--- config.mk ---
export PLATFORM = sky130hd
export DESIGN_NAME = div_seq_unit_flat
export DESIGN_NICKNAME = d
export VERILOG_FILES = /design/src/rtl/div_seq_unit_if.sv /design/src/rtl/div_seq_unit.sv /design/src/flat_wrapper.sv
export SDC_FILE = /design/constraint.sdc
export NUM_CORES = 1
export LEC_CHECK = 0
export ABC_AREA = 1
export CAP_MARGIN = 10
export CORE_MARGIN = 8
export CORE_UTILIZATION = 45
export DETAILED_ROUTE_END_ITERATION = 7
export HOLD_SLACK_MARGIN = 0.06
export PLACE_DENSITY = 0.76
export SLEW_MARGIN = 20
export SYNTH_ARGS = -nofsm -noshare
export SYNTH_HDL_FRONTEND = slang
export SYNTH_SLANG_ARGS = --single-unit
--- constraint.sdc ---
create_clock -name clk -period 7.4 [get_ports clk]
set_clock_uncertainty 0.05 [all_clocks]
set_input_delay 1.85 -clock clk [delete_from_list [all_inputs] [get_ports clk]]
set_output_delay 1.85 -clock clk [all_outputs]
set_load 0.02 [all_outputs]
--- src/rtl/div_seq_unit_if.sv ---
// Handshake and operand/result bundle between the control unit and the
// sequential divider.
//   DivCtrl  start request (level, held while the control unit waits)
//   a, b     dividend / divisor, two's complement
//   hi, lo   remainder / quotient
//   DivOut   one-cycle done pulse
//   divZero  one-cycle divide-by-zero pulse
//   busy     divider is iterating or fixing signs
// master: the control unit side; slave: the divider side.
interface div_seq_unit_if #(
  parameter int WIDTH = 32
);
  logic             DivCtrl;
  logic [WIDTH-1:0] a;
  logic [WIDTH-1:0] b;
  logic [WIDTH-1:0] hi;
  logic [WIDTH-1:0] lo;
  logic             DivOut;
  logic             divZero;
  logic             busy;

  modport master (
    output DivCtrl, a, b,
    input  hi, lo, DivOut, divZero, busy
  );

  modport slave (
    input  DivCtrl, a, b,
    output hi, lo, DivOut, divZero, busy
  );
endinterface

--- src/rtl/div_seq_unit.sv ---
// Multicycle signed divider (radix-2 restoring, one quotient bit per clock)
// answering the control unit's DIV start/done handshake.
// Ports:
//   clk      system clock, rising edge
//   reset    asynchronous, active-high; clears all state and outputs
//   div_bus  slave side of div_seq_unit_if (DivCtrl, a, b in;
//            hi, lo, DivOut, divZero, busy out)
// Quotient goes to lo (truncated toward zero), remainder to hi (sign of the
// dividend). -2^(W-1) / -1 wraps to lo = -2^(W-1), hi = 0.
module div_seq_unit #(
  parameter int WIDTH = 32
) (
  input  logic          clk,
  input  logic          reset,
  div_seq_unit_if.slave div_bus
);

  localparam int CW = (WIDTH > 1) ? $clog2(WIDTH) : 1;
  localparam logic [CW-1:0] LAST_STEP = CW'(WIDTH - 1);

  typedef enum logic [1:0] {IDLE, CALC, FIX, HOLD} state_t;

  state_t           state_q, state_d;
  logic [WIDTH-1:0] rem_q, rem_d;
  logic [WIDTH-1:0] quo_q, quo_d;
  logic [WIDTH-1:0] dvs_q, dvs_d;
  logic [WIDTH-1:0] hi_q, hi_d;
  logic [WIDTH-1:0] lo_q, lo_d;
  logic [CW-1:0]    count_q, count_d;
  logic             sign_quo_q, sign_quo_d;
  logic             sign_rem_q, sign_rem_d;
  logic             div_out_q, div_out_d;
  logic             div_zero_q, div_zero_d;
  logic             busy_q, busy_d;

  logic [WIDTH-1:0] mag_a;
  logic [WIDTH-1:0] mag_b;
  logic [WIDTH:0]   rem_sh;
  logic [WIDTH:0]   trial;

  // Unsigned magnitudes fit in WIDTH bits even for -2^(W-1) (0x80..0).
  // The remainder is always below the divisor, so the shifted partial
  // remainder and the trial difference both fit in WIDTH+1 bits and
  // trial[WIDTH] is a valid sign.
  always_comb begin
    mag_a  = div_bus.a[WIDTH-1] ? -div_bus.a : div_bus.a;
    mag_b  = div_bus.b[WIDTH-1] ? -div_bus.b : div_bus.b;
    rem_sh = {rem_q, quo_q[WIDTH-1]};
    trial  = rem_sh - {1'b0, dvs_q};
  end

  always_comb begin
    state_d    = state_q;
    rem_d      = rem_q;
    quo_d      = quo_q;
    dvs_d      = dvs_q;
    hi_d       = hi_q;
    lo_d       = lo_q;
    count_d    = count_q;
    sign_quo_d = sign_quo_q;
    sign_rem_d = sign_rem_q;
    div_out_d  = 1'b0;
    div_zero_d = 1'b0;

    case (state_q)
      IDLE: begin
        if (div_bus.DivCtrl) begin
          if (div_bus.b == '0) begin
            div_zero_d = 1'b1;
            state_d    = HOLD;
          end else begin
            sign_quo_d = div_bus.a[WIDTH-1] ^ div_bus.b[WIDTH-1];
            sign_rem_d = div_bus.a[WIDTH-1];
            rem_d      = '0;
            quo_d      = mag_a;
            dvs_d      = mag_b;
            count_d    = '0;
            state_d    = CALC;
          end
        end
      end

      CALC: begin
        if (!trial[WIDTH]) begin
          rem_d = trial[WIDTH-1:0];
          quo_d = {quo_q[WIDTH-2:0], 1'b1};
        end else begin
          rem_d = rem_sh[WIDTH-1:0];
          quo_d = {quo_q[WIDTH-2:0], 1'b0};
        end
        count_d = count_q + CW'(1);
        if (count_q == LAST_STEP) begin
          state_d = FIX;
        end
      end

      FIX: begin
        lo_d      = sign_quo_q ? -quo_q : quo_q;
        hi_d      = sign_rem_q ? -rem_q : rem_q;
        div_out_d = 1'b1;
        state_d   = HOLD;
      end

      HOLD: begin
        // A start level that stays high must not retrigger.
        if (!div_bus.DivCtrl) begin
          state_d = IDLE;
        end
      end

      default: state_d = IDLE;
    endcase

    busy_d = (state_d == CALC) || (state_d == FIX);
  end

  always_ff @(posedge clk or posedge reset) begin
    if (reset) begin
      state_q    <= IDLE;
      rem_q      <= '0;
      quo_q      <= '0;
      dvs_q      <= '0;
      hi_q       <= '0;
      lo_q       <= '0;
      count_q    <= '0;
      sign_quo_q <= 1'b0;
      sign_rem_q <= 1'b0;
      div_out_q  <= 1'b0;
      div_zero_q <= 1'b0;
      busy_q     <= 1'b0;
    end else begin
      state_q    <= state_d;
      rem_q      <= rem_d;
      quo_q      <= quo_d;
      dvs_q      <= dvs_d;
      hi_q       <= hi_d;
      lo_q       <= lo_d;
      count_q    <= count_d;
      sign_quo_q <= sign_quo_d;
      sign_rem_q <= sign_rem_d;
      div_out_q  <= div_out_d;
      div_zero_q <= div_zero_d;
      busy_q     <= busy_d;
    end
  end

  assign div_bus.hi      = hi_q;
  assign div_bus.lo      = lo_q;
  assign div_bus.DivOut  = div_out_q;
  assign div_bus.divZero = div_zero_q;
  assign div_bus.busy    = busy_q;

endmodule

--- src/flat_wrapper.sv ---
// flat-port wrapper written by rule: the top's interface ports become plain ports
module div_seq_unit_flat 
#(
  parameter int WIDTH = 32
)
  (clk, reset, div_bus_DivCtrl, div_bus_a, div_bus_b, div_bus_hi, div_bus_lo, div_bus_DivOut, div_bus_divZero, div_bus_busy);
  div_seq_unit_if #(.WIDTH(WIDTH)) div_bus_i ();
  input  logic clk;
  input  logic reset;
  input wire logic [$bits(div_bus_i.DivCtrl)-1:0] div_bus_DivCtrl;
  input wire logic [$bits(div_bus_i.a)-1:0] div_bus_a;
  input wire logic [$bits(div_bus_i.b)-1:0] div_bus_b;
  output wire logic [$bits(div_bus_i.hi)-1:0] div_bus_hi;
  output wire logic [$bits(div_bus_i.lo)-1:0] div_bus_lo;
  output wire logic [$bits(div_bus_i.DivOut)-1:0] div_bus_DivOut;
  output wire logic [$bits(div_bus_i.divZero)-1:0] div_bus_divZero;
  output wire logic [$bits(div_bus_i.busy)-1:0] div_bus_busy;
  assign div_bus_i.DivCtrl = div_bus_DivCtrl;
  assign div_bus_i.a = div_bus_a;
  assign div_bus_i.b = div_bus_b;
  assign div_bus_hi = div_bus_i.hi;
  assign div_bus_lo = div_bus_i.lo;
  assign div_bus_DivOut = div_bus_i.DivOut;
  assign div_bus_divZero = div_bus_i.divZero;
  assign div_bus_busy = div_bus_i.busy;
  div_seq_unit #(.WIDTH(WIDTH)) u_core (.clk(clk), .reset(reset), .div_bus(div_bus_i));
endmodule
==> flow_metrics.py, run 1 <==
metrics = {
    "critical_path": {
        "crit_required_ns": 7.64,
        "cp.arrival_ns": 4.32,
        "critPathCaptureType": "register",
        "cp_max_fo": 39,
        "worstSetupPathType": "input pin to register",
        "setup.worst_path.start_class": "input pin",
    },
    "outcome": {
        "status": "complete, no violations",
    },
    "timing": {
        "max-slew-margin-rel": 0.411,
        "hold_violations": 0,
        "clock.fmax_mhz": 245,
        "hold_slack_ns": 0.433,
        "fin_crit_ns": 4.08,
        "setup-tns-final_ns": 0,
        "drv_slew": 0,
        "setup_violations": 0,
        "fin_crit_sh": 0.551,
        "tightestPinTransition_ns": 0.883,
        "rsz0062_at_grt": "no",
    },
    "clock_tree": {
        "postCtsSetupRepairBufs": 0,
        "htree_levels": 4,
        "cts_sinks": 172,
        "hold_buffers": 0,
        "clk_latency_ns": 0.43,
        "cts_resized": 0,
        "numCtsBuffers": 17,
        "cts_tree": "done",
        "cts.clk_slew.worst_paths_ns": 0.07,
        "clock_path_buffers": 2,
        "cts_root_buffer": "clkbuf_16",
    },
    "detailed_routing": {
        "first_pass_iters": 5,
        "antenna_left": 0,
        "drc": 0,
        "drt_iter0_markers": 1296,
        "vias_per_cell": 5.30,
        "avgRoutedWirePerCell_um": 16.8,
        "totalWireLength_mm": 42.6,
        "num_vias": 13464,
    },
    "synthesis": {
        "synth_top_area_frac": 0.325,
        "ys.flop_type": "dfrtp_1",
        "syn_area_um2": 13200,
        "synthArstFlopShare": 1.00,
        "yosysSeqAreaShare": 0.325,
        "yosysUniqueCellTypes": 43,
        "syn_inst": 2039,
        "synth_nets": 2145,
        "ys_ff_latch": 172,
        "netlist_top_cells_area": "dfrtp_1 (33%), nand2_1 (19%), nand3_1 (8.9%)",
        "ys.warnings.count": 0,
        "synth_top_area_cell": "dfrtp_1",
        "syn_avg_cell_area_um2": 6.49,
        "synth_edf_count": 0,
    },
    "floorplanning": {
        "dieArea_um2": 35200,
        "io_pins": 134,
        "die_h_um": 188,
        "die_x_um": 188,
        "start_util": 0.459,
        "core_um2": 28900,
        "row_count": 62,
    },
    "placed_design": {
        "dpl.hpwl_mm": 33.6,
        "placed_area_um2": 14800,
        "port_buffers": 133,
        "place.gp.congestion": 0.933,
    },
    "grt": {
        "grt_overflow": 0,
        "grt_max_degree": 92,
        "grt_pass1_vias": 12939,
        "global_route.usage.total": 0.241,
        "grt_first_pass_wirelength_mm": 69.4,
        "antenna_found_initial": 0,
    },
    "power_and_ir_drop": {
        "cellPowerDensity_nw_per_um2": 509,
        "peakVddDrop_uv": 273,
        "power.leakage_nw": 7.87,
    },
    "final_layout": {
        "fillers": 2929,
        "drive_gt1_frac": 0.0603,
        "n_antenna_cell": 0,
        "area_growth_pct": 16.3,
        "nNetsFinal": 2248,
        "final_cell_area_um2": 15400,
    },
    "hold_path": {
        "hold_class": "register to register",
    },
    "flow_run": {
        "drv_cap": 0,
    },
}
[final timing paths]
kind,start,to,slack (ns),depth (start not counted)
setup / recovery,div_bus_b[0],u_core.dvs_q[21],3.32,13
hold / removal,u_core.div_bus.hi[8],u_core.div_bus.hi[8],0.43,2
setup reg to reg,u_core.dvs_q[0],u_core.rem_q[2],4.59,15
hold reg to reg,u_core.div_bus.hi[8],u_core.div_bus.hi[8],0.43,2
max in group asynchronous,reset,u_core.count_q[1],4.29,3
min in group asynchronous,reset,u_core.div_bus.lo[31],1.89,2
[stage by stage]
| stage | total power [mW] | util | std cells | worst slack [ns] |
|---|---|---|---|---|
| CTS | 7.81 | 0.533 | 2539 | 3.28 |
| global route | 8.57 | 0.533 | 2539 | 3.08 |
| detailed placement | 6.93 | 0.515 | 2507 | 2.89 |
| finish | 7.84 | 0.533 | 2539 | 3.32 |
| global placement | 6.82 | 0.515 | 2507 | 2.96 |
| floorplan | 5.37 | - | 2039 | 0.840 |
[metal layers]
layer / up-vias / routed length (um) / GRT usage
li1: 6668 / - / -
met1: 6226 / 20300 / 0.348
met2: 518 / 18400 / 0.371
met3: 52 / 3000 / 0.0327
met4: 0 / 930 / 0.0730
met5: - / 0 / 0
[synth_stat cells (15+ instances only)]
| cell | count |
|---|---|
| o21ai_1 | 15 |
| xor2_1 | 52 |
| o21ai_0 | 92 |
| clkbuf_1 | 36 |
| xnor2_1 | 18 |
| inv_1 | 273 |
| nand4_1 | 20 |
| nand3b_1 | 20 |
| o211ai_2 | 18 |
| dfrtp_1 | 172 |
| nand3_1 | 235 |
| nand2_1 | 682 |
| nor3_1 | 20 |
| nand2_2 | 18 |
| a21oi_1 | 35 |
| ha_1 | 38 |
| inv_2 | 16 |
| nor2_1 | 177 |
[logic make-up after synthesis]
kind of cell | count (synthesis) | share of synthesized area
adder cells (fa/ha/maj) | 39 | 0.0374
flip-flops | 172 | 0.325
buffers and inverters | 348 | 0.105
XOR/XNOR | 70 | 0.0463
AND/OR/NAND/NOR | 1211 | 0.394
AO/OA/AOI/OAI | 199 | 0.0927
[placed cells by master (no fill, tap or decap), types with 12 or more instances in the layout]
cell type	count
nand4_1	20
inv_1	272
a31oi_1	12
a21oi_1	35
clkbuf_16	17
dfrtp_1	172
o21ai_0	92
nor3_1	20
nand2_2	18
ha_1	38
clkdlybuf4s50_1	133
nand2_1	682
o21ai_1	15
xor2_1	52
o211ai_2	18
nand3_1	235
nor2_1	175
nand3b_1	20
inv_2	16
xnor2_1	18
[sequential cells by signal, summed over array words and instances, names as in the netlist, 2 cells and up]
signal,cells
u_core.div_bus.lo,32
u_core.state_q,2
u_core.rem_q,32
u_core.div_bus.hi,32
u_core.count_q,5
u_core.quo_q,32
u_core.dvs_q,32
[worst max-delay path: stages]
cell	delay, ns
clkdlybuf4s50_1	0.48
inv_1	0.05
ha_1	0.19
inv_1	0.08
nor3_2	0.07
nand2_1	0.07
nor2_1	0.07
nand3_2	0.10
nand2_1	0.09
nor2_4	0.57
inv_2	0.40
nand2_1	0.18
o21ai_0	0.10
[power by group]
part	switching, mW	total, mW	internal [mW]	leakage [nW]
registers	0.487	1.87	1.38	2.15
logic	3.33	5.12	1.79	5.45
clock network	0.409	0.848	0.439	0.267
[final cells by class]
type | count | area (um^2) | share of cell area
Multi-Input combinational cell | 1519 | 7570 | 0.492
Inverter | 289 | 1090 | 0.0708
Clock inverter | 13 | 111 | 0.00723
Clock buffer | 19 | 433 | 0.0281
Timing Repair Buffer | 143 | 1410 | 0.0914
Sequential cell | 172 | 4300 | 0.280
Tap cell | 384 | 480 | 0.0312
No activity file was read; power rests on OpenSTA's default activity.
==> run 2, diff against run 1 <==
clock period = 4.3 ns   (was 7.4 ns; I/O delays follow)
==> run 2 against run 1 <==
First-iteration DRC count fell by 4.7%. Final cell count about the same. Power rose by 74%. Non-clock buffer count is 1 higher. Sequential share of layout area is 0.16 points lower. Largest power group unchanged. Wire length shrank 0.86%. Highest routed layer unchanged. Cell area up 0.59%. Critical path type unchanged. Register-to-register slack worse by 3.3 ns.
==> flow_metrics.py, run 2 (synthesis gave the netlist of run 1 again) <==
metrics = {
    "clock_tree": {
        "numCtsBuffers": 17,
        "cts_root_buffer": "clkbuf_16",
        "cts_tree": "done",
        "htree_levels": 4,
        "hold_buffers": 0,
        "clock_path_buffers": 2,
        "cts.clk_slew.worst_paths_ns": 0.07,
        "postCtsSetupRepairBufs": 0,
        "cts_resized": 0,
        "clk_latency_ns": 0.44,
        "cts_sinks": 172,
    },
    "outcome": {
        "status": "complete, no violations",
    },
    "grt": {
        "grt_pass1_vias": 12886,
        "grt_overflow": 0,
        "grt_max_degree": 173,
        "grt_first_pass_wirelength_mm": 68.6,
        "antenna_found_initial": 2,
        "global_route.usage.total": 0.240,
    },
    "floorplanning": {
        "io_pins": 134,
        "dieArea_um2": 35200,
        "row_count": 62,
        "die_h_um": 188,
        "core_um2": 28900,
        "die_x_um": 188,
        "start_util": 0.459,
    },
    "timing": {
        "drv_slew": 0,
        "setup-tns-final_ns": 0,
        "max-slew-margin-rel": 0.334,
        "fin_crit_sh": 0.746,
        "hold_violations": 0,
        "setup_violations": 0,
        "fin_crit_ns": 3.21,
        "tightestPinTransition_ns": 0.999,
        "rsz0062_at_grt": "no",
        "clock.fmax_mhz": 312,
    },
    "placed_design": {
        "port_buffers": 133,
        "dp.cells": 2508,
        "dpl.hpwl_mm": 33.2,
        "place.gp.congestion": 0.967,
    },
    "detailed_routing": {
        "first_pass_iters": 6,
        "num_vias": 13571,
        "antenna_left": 0,
        "avgRoutedWirePerCell_um": 16.6,
        "drc": 0,
        "drt_iter0_markers": 1235,
        "totalWireLength_mm": 42.2,
        "vias_per_cell": 5.34,
    },
    "hold_path": {
        "hold_class": "register to register",
    },
    "final_layout": {
        "area_growth_pct": 17.0,
        "final_cells": 2540,
        "drive_gt1_frac": 0.0617,
        "n_antenna_cell": 0,
        "multi_input_area_um2": 7560,
        "nNetsFinal": 2249,
        "mostFrequentLayoutCells": "nand2_1 (682), inv_1 (272), nand3_1 (235)",
        "final_common_cell": "nand2_1",
        "fillers": 2868,
        "ff_latch_area_um2": 4300,
    },
    "flow_run": {
        "drv_cap": 0,
    },
    "critical_path": {
        "critPathCaptureType": "register",
        "crit_required_ns": 4.61,
        "critPathMaxStageDelay_ns": 0.53,
        "cp_cell_sequence": "clkdlybuf4s50_1, inv_1, ha_1, inv_1, nor3_2, nand2_1, nor2_1, nand3_2, nand2_1, nor2_4, buf_4, nand3_1, o211ai_2",
        "cp_num_buf_inv": 4,
        "cp.arrival_ns": 3.52,
        "crit_family": "simple AND/OR/NAND/NOR gates",
        "worstSetupPathType": "input pin to register",
        "cp_max_fo": 35,
        "cpMaxStageDelayCell": "nor2_4",
        "setup.worst_path.start_class": "input pin",
    },
    "power_and_ir_drop": {
        "peakVddDrop_uv": 410,
        "power.leakage_nw": 7.91,
        "cellPowerDensity_nw_per_um2": 884,
    },
}
==> run 2: cell types whose count changed in the layout (fill, tap and decap cells not counted), sizes merged <==
| cell | previous run | this run |
|---|---|---|
| clkinvlp | 1 | 2 |
| clkinv | 7 | 4 |
| inv | 294 | 296 |
| clkbuf | 19 | 17 |
| bufinv | 0 | 2 |
| buf | 10 | 11 |
==> run 2: worst min-delay path: stages, from the launching register on <==
cell and delay (ns):
dfrtp_1 0.35, nand2_1 0.06, nand2_1 0.05
==> run 2: final cells by class <==
type	count	share of cell area
repair buffers	144	0.0921
well taps	384	0.0310
inverters	289	0.0703
multi-input cells	1519	0.488
clock inverters	15	0.0127
clock buffers	17	0.0275
flip-flops and latches	172	0.278
==> run 2: path summary, 6_finish.rpt <==
kind / from / endpoint / slack [ns] / cells after the start
setup / recovery: div_bus_b[0] / u_core.quo_q[15] / 1.09 / 13
min in group asynchronous: reset / u_core.div_bus.DivOut / 1.17 / 3
max in group asynchronous: reset / u_core.dvs_q[14] / 2.26 / 3
hold / removal: u_core.count_q[4] / u_core.count_q[4] / 0.43 / 2
hold reg to reg: u_core.count_q[4] / u_core.count_q[4] / 0.43 / 2
setup reg to reg: u_core.quo_q[31] / u_core.rem_q[18] / 1.34 / 16
==> run 2: power by group <==
| group | total [mW] | internal [mW] | switching (mW) |
|---|---|---|---|
| Combinational | 8.82 | 3.08 | 5.73 |
| Clock | 1.65 | 0.891 | 0.762 |
| Sequential | 3.21 | 2.38 | 0.826 |
==> run 2: per-layer routing <==
layer | up-vias | GRT usage | wire [um]
li1 | 6674 | - | -
met5 | - | 0 | 0
met1 | 6335 | 0.347 | 20100
met2 | 508 | 0.359 | 18100
met4 | 0 | 0.0794 | 990
met3 | 54 | 0.0373 | 3000
==> run 2: metrics by stage <==
step	area [um^2]	setup slack [ns]	total power, mW	util	hold WS (ns)
2_1_floorplan	13200	0.978	9.24	-	0.396
3_3_place_gp	14900	0.712	11.7	0.515	0.410
3_5_place_dp	14900	0.655	11.9	0.515	0.421
4_1_cts	15500	1.12	13.6	0.537	0.436
5_1_grt	15500	0.813	14.9	0.537	0.461
6_report	15500	1.09	13.7	0.537	0.434
